===== src/rtl/transpad_req_arb_if.sv =====
// Requester bus plus transpad control-unit pins shared by the arbiter and its environment.
// master = requesters/translation unit side, slave = arbiter side.
interface transpad_req_arb_if #(
  parameter int unsigned NREQ  = 4,
  parameter int unsigned CFG_W = 32
);
  localparam int unsigned OW = (NREQ > 1) ? $clog2(NREQ) : 1;

  logic [NREQ-1:0]       req;
  logic [NREQ*CFG_W-1:0] req_cfg;
  logic [NREQ-1:0]       req_stop;
  logic [NREQ-1:0]       gnt;
  logic [NREQ-1:0]       done;
  logic                  done_err;
  logic                  busy;
  logic [OW-1:0]         owner;
  logic                  tp_start_req;
  logic [CFG_W-1:0]      tp_cfg;
  logic                  tp_start_ok;
  logic                  tp_stop_req;
  logic                  tp_act;

  modport master (
    output req, req_cfg, req_stop, tp_start_ok, tp_act,
    input  gnt, done, done_err, busy, owner, tp_start_req, tp_cfg, tp_stop_req
  );

  modport slave (
    input  req, req_cfg, req_stop, tp_start_ok, tp_act,
    output gnt, done, done_err, busy, owner, tp_start_req, tp_cfg, tp_stop_req
  );
endinterface


===== src/rtl/transpad_req_arb.sv =====
// Round-robin arbiter sharing one transpad translation unit between NREQ requesters;
// sequences start/stop handshake, detects completion from tp_act, returns done/err.
module transpad_req_arb #(
  parameter int unsigned NREQ  = 4,
  parameter int unsigned CFG_W = 32,
  parameter int unsigned TMO_W = 16
) (
  input logic                clk,
  input logic                rst,
  transpad_req_arb_if.slave  bus
);
  localparam int unsigned OW = (NREQ > 1) ? $clog2(NREQ) : 1;

  localparam logic [2:0] S_IDLE  = 3'd0;
  localparam logic [2:0] S_ISSUE = 3'd1;
  localparam logic [2:0] S_RUN   = 3'd2;
  localparam logic [2:0] S_STOP  = 3'd3;
  localparam logic [2:0] S_DONE  = 3'd4;

  logic [2:0]       state_q, state_d;
  logic [OW-1:0]    owner_q, owner_d;
  logic [OW-1:0]    rr_ptr_q, rr_ptr_d;
  logic [CFG_W-1:0] tp_cfg_q, tp_cfg_d;
  logic [NREQ-1:0]  gnt_q, gnt_d;
  logic [NREQ-1:0]  done_q, done_d;
  logic             done_err_q, done_err_d;
  logic             busy_q, busy_d;
  logic             tp_start_req_q, tp_start_req_d;
  logic             tp_stop_req_q, tp_stop_req_d;
  logic             act_seen_q, act_seen_d;
  logic [TMO_W-1:0] tmo_cnt_q, tmo_cnt_d;

  logic [OW-1:0]    winner;
  logic [OW-1:0]    idx;
  logic             found;
  logic [TMO_W-1:0] tmo_nxt;
  logic             err;

  // Round-robin search starting at rr_ptr, wrapping modulo NREQ.
  always_comb begin
    winner = '0;
    found  = 1'b0;
    idx    = '0;
    for (int unsigned i = 0; i < NREQ; i++) begin
      idx = OW'((32'(rr_ptr_q) + i) % NREQ);
      if (!found && bus.req[idx]) begin
        found  = 1'b1;
        winner = idx;
      end
    end
  end

  always_comb begin
    state_d    = state_q;
    owner_d    = owner_q;
    rr_ptr_d   = rr_ptr_q;
    tp_cfg_d   = tp_cfg_q;
    gnt_d      = gnt_q;
    act_seen_d = act_seen_q;
    tmo_cnt_d  = tmo_cnt_q;
    tmo_nxt    = TMO_W'(tmo_cnt_q + 1'b1);
    err        = 1'b0;

    case (state_q)
      S_IDLE: begin
        if (found) begin
          owner_d        = winner;
          tp_cfg_d       = bus.req_cfg[32'(winner) * CFG_W +: CFG_W];
          gnt_d          = '0;
          gnt_d[winner]  = 1'b1;
          tmo_cnt_d      = '0;
          act_seen_d     = 1'b0;
          state_d        = S_ISSUE;
        end
      end
      S_ISSUE: begin
        // Abort before start wins over acceptance; unit never started.
        if (bus.req_stop[owner_q]) begin
          state_d = S_DONE;
          err     = 1'b1;
        end else if (bus.tp_start_ok) begin
          state_d = S_RUN;
        end else begin
          tmo_cnt_d = tmo_nxt;
          if (tmo_nxt == '1) begin
            state_d = S_DONE;
            err     = 1'b1;
          end
        end
      end
      S_RUN: begin
        if (bus.tp_act) act_seen_d = 1'b1;
        // Abort takes priority over a completion seen in the same cycle.
        if (bus.req_stop[owner_q]) begin
          state_d = S_STOP;
        end else if (act_seen_q && !bus.tp_act) begin
          state_d = S_DONE;
        end
      end
      S_STOP: begin
        if (!bus.tp_act) begin
          state_d = S_DONE;
          err     = 1'b1;
        end
      end
      S_DONE: begin
        gnt_d    = '0;
        rr_ptr_d = (owner_q == OW'(NREQ - 1)) ? '0 : OW'(owner_q + 1'b1);
        state_d  = S_IDLE;
      end
      default: state_d = S_IDLE;
    endcase

    // Moore outputs derived from the next state so they are registered.
    done_d          = '0;
    if (state_d == S_DONE) done_d[owner_d] = 1'b1;
    done_err_d      = (state_d == S_DONE) && err;
    busy_d          = (state_d != S_IDLE);
    tp_start_req_d  = (state_d == S_ISSUE);
    tp_stop_req_d   = (state_d == S_STOP);
  end

  always_ff @(posedge clk) begin
    if (rst) begin
      state_q        <= S_IDLE;
      owner_q        <= '0;
      rr_ptr_q       <= '0;
      tp_cfg_q       <= '0;
      gnt_q          <= '0;
      done_q         <= '0;
      done_err_q     <= 1'b0;
      busy_q         <= 1'b0;
      tp_start_req_q <= 1'b0;
      tp_stop_req_q  <= 1'b0;
      act_seen_q     <= 1'b0;
      tmo_cnt_q      <= '0;
    end else begin
      state_q        <= state_d;
      owner_q        <= owner_d;
      rr_ptr_q       <= rr_ptr_d;
      tp_cfg_q       <= tp_cfg_d;
      gnt_q          <= gnt_d;
      done_q         <= done_d;
      done_err_q     <= done_err_d;
      busy_q         <= busy_d;
      tp_start_req_q <= tp_start_req_d;
      tp_stop_req_q  <= tp_stop_req_d;
      act_seen_q     <= act_seen_d;
      tmo_cnt_q      <= tmo_cnt_d;
    end
  end

  assign bus.gnt          = gnt_q;
  assign bus.done         = done_q;
  assign bus.done_err     = done_err_q;
  assign bus.busy         = busy_q;
  assign bus.owner        = owner_q;
  assign bus.tp_start_req = tp_start_req_q;
  assign bus.tp_cfg       = tp_cfg_q;
  assign bus.tp_stop_req  = tp_stop_req_q;
endmodule

===== src/flat_wrapper.sv =====
// flat-port wrapper written by rule: the top's interface ports become plain ports
module transpad_req_arb_flat 
#(
  parameter int unsigned NREQ  = 4,
  parameter int unsigned CFG_W = 32,
  parameter int unsigned TMO_W = 16
)
  (clk, rst, bus_req, bus_req_cfg, bus_req_stop, bus_tp_start_ok, bus_tp_act, bus_gnt, bus_done, bus_done_err, bus_busy, bus_owner, bus_tp_start_req, bus_tp_cfg, bus_tp_stop_req);
  transpad_req_arb_if #(.NREQ(NREQ), .CFG_W(CFG_W)) bus_i ();
  input logic clk;
  input logic rst;
  input wire logic [$bits(bus_i.req)-1:0] bus_req;
  input wire logic [$bits(bus_i.req_cfg)-1:0] bus_req_cfg;
  input wire logic [$bits(bus_i.req_stop)-1:0] bus_req_stop;
  input wire logic [$bits(bus_i.tp_start_ok)-1:0] bus_tp_start_ok;
  input wire logic [$bits(bus_i.tp_act)-1:0] bus_tp_act;
  output wire logic [$bits(bus_i.gnt)-1:0] bus_gnt;
  output wire logic [$bits(bus_i.done)-1:0] bus_done;
  output wire logic [$bits(bus_i.done_err)-1:0] bus_done_err;
  output wire logic [$bits(bus_i.busy)-1:0] bus_busy;
  output wire logic [$bits(bus_i.owner)-1:0] bus_owner;
  output wire logic [$bits(bus_i.tp_start_req)-1:0] bus_tp_start_req;
  output wire logic [$bits(bus_i.tp_cfg)-1:0] bus_tp_cfg;
  output wire logic [$bits(bus_i.tp_stop_req)-1:0] bus_tp_stop_req;
  assign bus_i.req = bus_req;
  assign bus_i.req_cfg = bus_req_cfg;
  assign bus_i.req_stop = bus_req_stop;
  assign bus_i.tp_start_ok = bus_tp_start_ok;
  assign bus_i.tp_act = bus_tp_act;
  assign bus_gnt = bus_i.gnt;
  assign bus_done = bus_i.done;
  assign bus_done_err = bus_i.done_err;
  assign bus_busy = bus_i.busy;
  assign bus_owner = bus_i.owner;
  assign bus_tp_start_req = bus_i.tp_start_req;
  assign bus_tp_cfg = bus_i.tp_cfg;
  assign bus_tp_stop_req = bus_i.tp_stop_req;
  transpad_req_arb #(.NREQ(NREQ), .CFG_W(CFG_W), .TMO_W(TMO_W)) u_core (.clk(clk), .rst(rst), .bus(bus_i));
endmodule

===== config.mk =====
export PLATFORM = sky130hd
export DESIGN_NAME = transpad_req_arb_flat
export DESIGN_NICKNAME = d
export VERILOG_FILES = /design/src/rtl/transpad_req_arb_if.sv /design/src/rtl/transpad_req_arb.sv /design/src/flat_wrapper.sv
export SDC_FILE = /design/constraint.sdc
export NUM_CORES = 1
export LEC_CHECK = 0
export CAP_MARGIN = 20
export CELL_PAD_IN_SITES_DETAIL_PLACEMENT = 1
export CELL_PAD_IN_SITES_GLOBAL_PLACEMENT = 1
export CORE_ASPECT_RATIO = 0.8
export CORE_MARGIN = 1.5
export CORE_UTILIZATION = 27
export DETAILED_ROUTE_END_ITERATION = 16
export GPL_TIMING_DRIVEN = 0
export PLACE_DENSITY_LB_ADDON = 0.1
export SLEW_MARGIN = 20
export SYNTH_ARGS = -nofsm -noshare
export SYNTH_HDL_FRONTEND = slang
export SYNTH_SLANG_ARGS = --single-unit

===== constraint.sdc =====
create_clock -name clk -period 2.6 [get_ports clk]
set_input_delay 0.78 -clock clk [delete_from_list [all_inputs] [get_ports clk]]
set_output_delay 0.78 -clock clk [all_outputs]
set_load 0.02 [all_outputs]

==> run summary <==
The path class of the tightest hold or removal check is flop to flop. The biggest area contributor in the post-synthesis netlist is sky130_fd_sc_hd__dfxtp_1. The reported max-cap violation count is 0. The library cells used most frequently in the layout, excluding fill and tap cells, are sky130_fd_sc_hd__clkdlybuf4s50_1, sky130_fd_sc_hd__nand2_1, sky130_fd_sc_hd__a21oi_1. The number of inserted filler cells in the final layout came out at 1661.

After clock tree synthesis, the clock-pin slew on the worst setup and hold paths is 0.06 ns. Sorting the synthesized cells by area gives the leading types as sky130_fd_sc_hd__dfxtp_1, sky130_fd_sc_hd__nand2_1, sky130_fd_sc_hd__a21oi_1. The number of vias per cell after detailed routing came out at 5.01.

The clock period minus worst slack works out to 2.51 ns. After clock tree synthesis, the flow added hold-fix buffers numbering 0. During placement, the flow inserted port buffers numbering 184. Once the floorplan was initialized, standard cells occupied 27.5% of the core. End of the worst hold path: u_core.bus.tp_cfg[10]$_SDFFE_PP0P_. In this run the critical register-to-register path is captured at u_core.bus.busy$_SDFF_PP0_. The synthesized design contains 0 enable-type register cells. The count of pins over their slew limit was 0.

At the worst endpoint, the required time is 2.86 ns. The half-perimeter wire length after placement was 12300 um. For the die area, the log shows 0.0145 mm2. Of all nets on the critical path, the largest fanout is 10. The critical path class is primary input to flop. The worst pin sits at a relative slew slack of 59.5%. The final layout contains routed wiring with a total length of 16200 um. The number of ports placed on the die boundary was 186. The startpoint of the tightest hold check path is u_core.bus.tp_cfg[10]$_SDFFE_PP0P_.

The worst ir drop on vdd was 0.000326 V; the number of cells traversed by the worst register-to-register path was 7. For this design, the slowest cell found on the critical path is sky130_fd_sc_hd__mux4_2. The number of distinct standard cells referenced by the synthesized netlist is 43.

The synthesized net count was 671; the global-route wire length before repair was 25000 um. The first detailed-routing pass ran for 4 iterations. The warning count from the yosys run is 0, and the number of flip-flops and latches in the synthesized netlist is 68.

The tools report the mapped cell area as 0.00373 mm2. Timing would allow up to 0.398 GHz. Once layout is complete, the utilization of the core stands at 46.5%.

For this run the aggregate overflow at the end of global routing stands at 0. Final hold analysis gives a worst-case slack of 0.458 ns. Data on the critical path arrives at its endpoint at 2.77 ns.

After detailed routing, the average wire length per cell comes to 17.7 um. The logs give 0 for the number of antenna violations at the first check in global routing and 0 for the number of design rule violations left after detail routing. Buffers inserted during clock tree synthesis total 9.

In this run the power density over the cells is 564 mW/mm2. The number of global-route vias before repair was 4693. TritonCTS built the clock tree. The floorplan step set the die width to 134 um.

Top cell type's share of synthesized area: 36.5%. For this run, the post-layout net count is 871. The final number of hold-violating endpoints was 0.

Broken down by cell family, the worst path's largest delay share belongs to simple AND/OR/NAND/NOR gates. The layout overhead on the synthesized area was 68.9%; the depth of the CTS H-tree was 3. Counting both buffers and inverters, the worst setup path holds a total of 2. The share of final-layout standard cells stronger than drive strength 1 was 10.5%.

OpenSTA, run right after detailed placement, puts the worst setup slack at -1.05 ns. The tools report the latest clock arrival within the worst-skew pair as 0.33 ns. The final worst-path cycle share was 96.6%; the worst clock skew on the final layout was 0.00610 ns.

The first-iteration detailed-routing DRC count is 195. The tools report the endpoint class of the critical path as a flop. At the pin with the least slew margin, the transition time is 0.608 ns.

0 antenna diodes ended up in the layout. The core region is 0.0136 mm2. Counting along the longest clock path gives a buffer depth of 2. For flop-to-flop paths, the worst setup slack is 0.10 ns. The count of nets left with antenna violations once routing finished came out at 0. The library cell used most frequently in the layout, excluding fill and tap cells, is sky130_fd_sc_hd__clkdlybuf4s50_1. CTS placed an instance of sky130_fd_sc_hd__clkbuf_16 at the clock tree root. The beginning of the worst register-to-register path is u_core.tmo_cnt_q[0]$_SDFFE_PP0P_. The tools report the register area share after synthesis as 36.5%. Setup repair after global routing left no endpoint under its margin. The post-synthesis area per instance is 7.07 um2. Among all flip-flop cells after synthesis, the most frequent one is sky130_fd_sc_hd__dfxtp_1. Counting every sink on the clock net gives 68.

Synthesis handed over a netlist of 528 instances. The flow ran to the end, and the final reports show no timing, DRC or antenna violations. Global routing used 22.0% of the available tracks. The routed layout has 4578 vias. The instance count along the most critical hold path is 1. Entering global routing, the biggest net connects 13 pins. For the count of endpoints failing setup in the final report, the log shows 0. The maximum cell stage delay along the critical path was 0.52 ns. The critical path goes through clkdlybuf4s50_1 -> mux4_2 -> or2_1 -> buf_6 -> or4b_4 -> a21oi_2.

Summed over all cells, the static leakage comes to 2.60 nW. STA classifies the critical path startpoint as a primary input. The die height is 108 um, and the async set-reset flop share out of synthesis is 0%. For the site row count, the log shows 38.

The final estimated routing congestion in global placement was 0.856. For the worst path setup slack after routing, the log shows 0.0894 ns.
## worst max path at each step
stage	start	to	slack, ns	cells after the start
CTS	bus_tp_start_ok	u_core.tmo_cnt_q[4]$_SDFFE_PP0P_	0.003	6
floorplan	bus_req[0]	u_core.bus.tp_cfg[0]$_SDFFE_PP0P_	0.17	8
finish	bus_req_stop[2]	u_core.tmo_cnt_q[4]$_SDFFE_PP0P_	0.09	6
detailed placement	bus_req[1]	u_core.bus.tp_cfg[10]$_SDFFE_PP0P_	-1.05	9
global placement	bus_req[0]	u_core.bus.tp_cfg[27]$_SDFFE_PP0P_	-1.02	9
global route	bus_req_stop[2]	u_core.tmo_cnt_q[14]$_SDFFE_PP0P_	0.01	7
## kinds of logic after synthesis
group                    synth area share [%]
multiplexers                            0.603
adder cells (fa/ha/maj)                  1.01
AO/OA/AOI/OAI                            26.2
flip-flops                               36.5
buffers and inverters                    4.79
XOR/XNOR                                 1.84
AND/OR/NAND/NOR                          29.1
## routing by layer
layer	global-route usage, %	vias to the layer above	routed length, um
li1	-	2237	-
met1	29.6	2186	7480
met2	34.9	133	7420
met3	5.34	22	955
met4	6.37	0	311
met5	0	-	0
## worst reg2reg max path, stage by stage, from the launching register on
cell                      delay (ns)
sky130_fd_sc_hd__dfxtp_1        0.45
sky130_fd_sc_hd__ha_4           0.22
sky130_fd_sc_hd__nand4_1        0.13
sky130_fd_sc_hd__or4_4          0.55
sky130_fd_sc_hd__xor2_2         0.19
sky130_fd_sc_hd__or4_4          0.51
sky130_fd_sc_hd__a21oi_4        0.22
sky130_fd_sc_hd__a31oi_1        0.10
## cell usage after synthesis (5+ instances only)
cell type                  instances
sky130_fd_sc_hd__a211o_1          32
sky130_fd_sc_hd__a211oi_1          6
sky130_fd_sc_hd__a21oi_1          95
sky130_fd_sc_hd__a31oi_1           6
sky130_fd_sc_hd__buf_2             5
sky130_fd_sc_hd__clkbuf_1         30
sky130_fd_sc_hd__dfxtp_1          68
sky130_fd_sc_hd__inv_1             8
sky130_fd_sc_hd__nand2_1         155
sky130_fd_sc_hd__nand3_1           6
sky130_fd_sc_hd__nand3b_1          5
sky130_fd_sc_hd__nand4_1           6
sky130_fd_sc_hd__nor2_1           39
sky130_fd_sc_hd__nor3_1            5
sky130_fd_sc_hd__nor4_1            5
sky130_fd_sc_hd__o21ai_0          11
sky130_fd_sc_hd__xnor2_1           6
## what timing repair did
action / in CTS / in global routing
gates resized for setup: 44 / 26
buffers inserted: 2 / 4
pin swaps: 1 / 5
endpoints found under the setup margin: 55 / 59
endpoints found under the hold margin: 0 / 0
## state kept, by name, summed over array words and instances (netlist names)
| name | count |
|---|---|
| u_core.act_seen_q | 1 |
| u_core.state_q | 3 |
| u_core.bus.busy | 1 |
| u_core.bus.owner | 2 |
| u_core.bus.tp_cfg | 32 |
| u_core.bus.tp_stop_req | 1 |
| u_core.tmo_cnt_q | 16 |
| u_core.rr_ptr_q | 2 |
| u_core.bus.done | 4 |
| u_core.bus.tp_start_req | 1 |
| u_core.bus.gnt | 4 |
| u_core.bus.done_err | 1 |
## cell type report
cell class | count | area (um2) | area share, %
Buffer | 36 | 205 | 3.26
Sequential cell | 68 | 1360 | 21.6
Clock inverter | 6 | 63.8 | 1.01
Timing Repair Buffer | 190 | 1900 | 30.1
Tap cell | 180 | 225 | 3.57
Clock buffer | 10 | 239 | 3.79
Inverter | 8 | 30.0 | 0.476
Multi-Input combinational cell | 415 | 2280 | 36.2
## stage by stage
step / setup TNS (ns) / std cells / cell area [um2] / power (mW)
2_1_floorplan: 0 / 528 / 3730 / 1.70
3_3_place_gp: -46.22 / 892 / 5800 / 2.24
3_5_place_dp: -49.57 / 892 / 5800 / 2.26
4_1_cts: 0 / 909 / 6230 / 3.57
5_1_grt: 0 / 913 / 6300 / 3.74
6_report: 0 / 913 / 6300 / 3.56
## power by group
| part | leakage, nW | internal [mW] | switching, mW | total (mW) |
|---|---|---|---|---|
| clock network | 0.144 | 0.767 | 0.495 | 1.26 |
| registers | 0.556 | 1.15 | 0.0554 | 1.20 |
| logic | 1.90 | 0.539 | 0.555 | 1.09 |
Note: power is estimated with default switching activity, not from simulation.
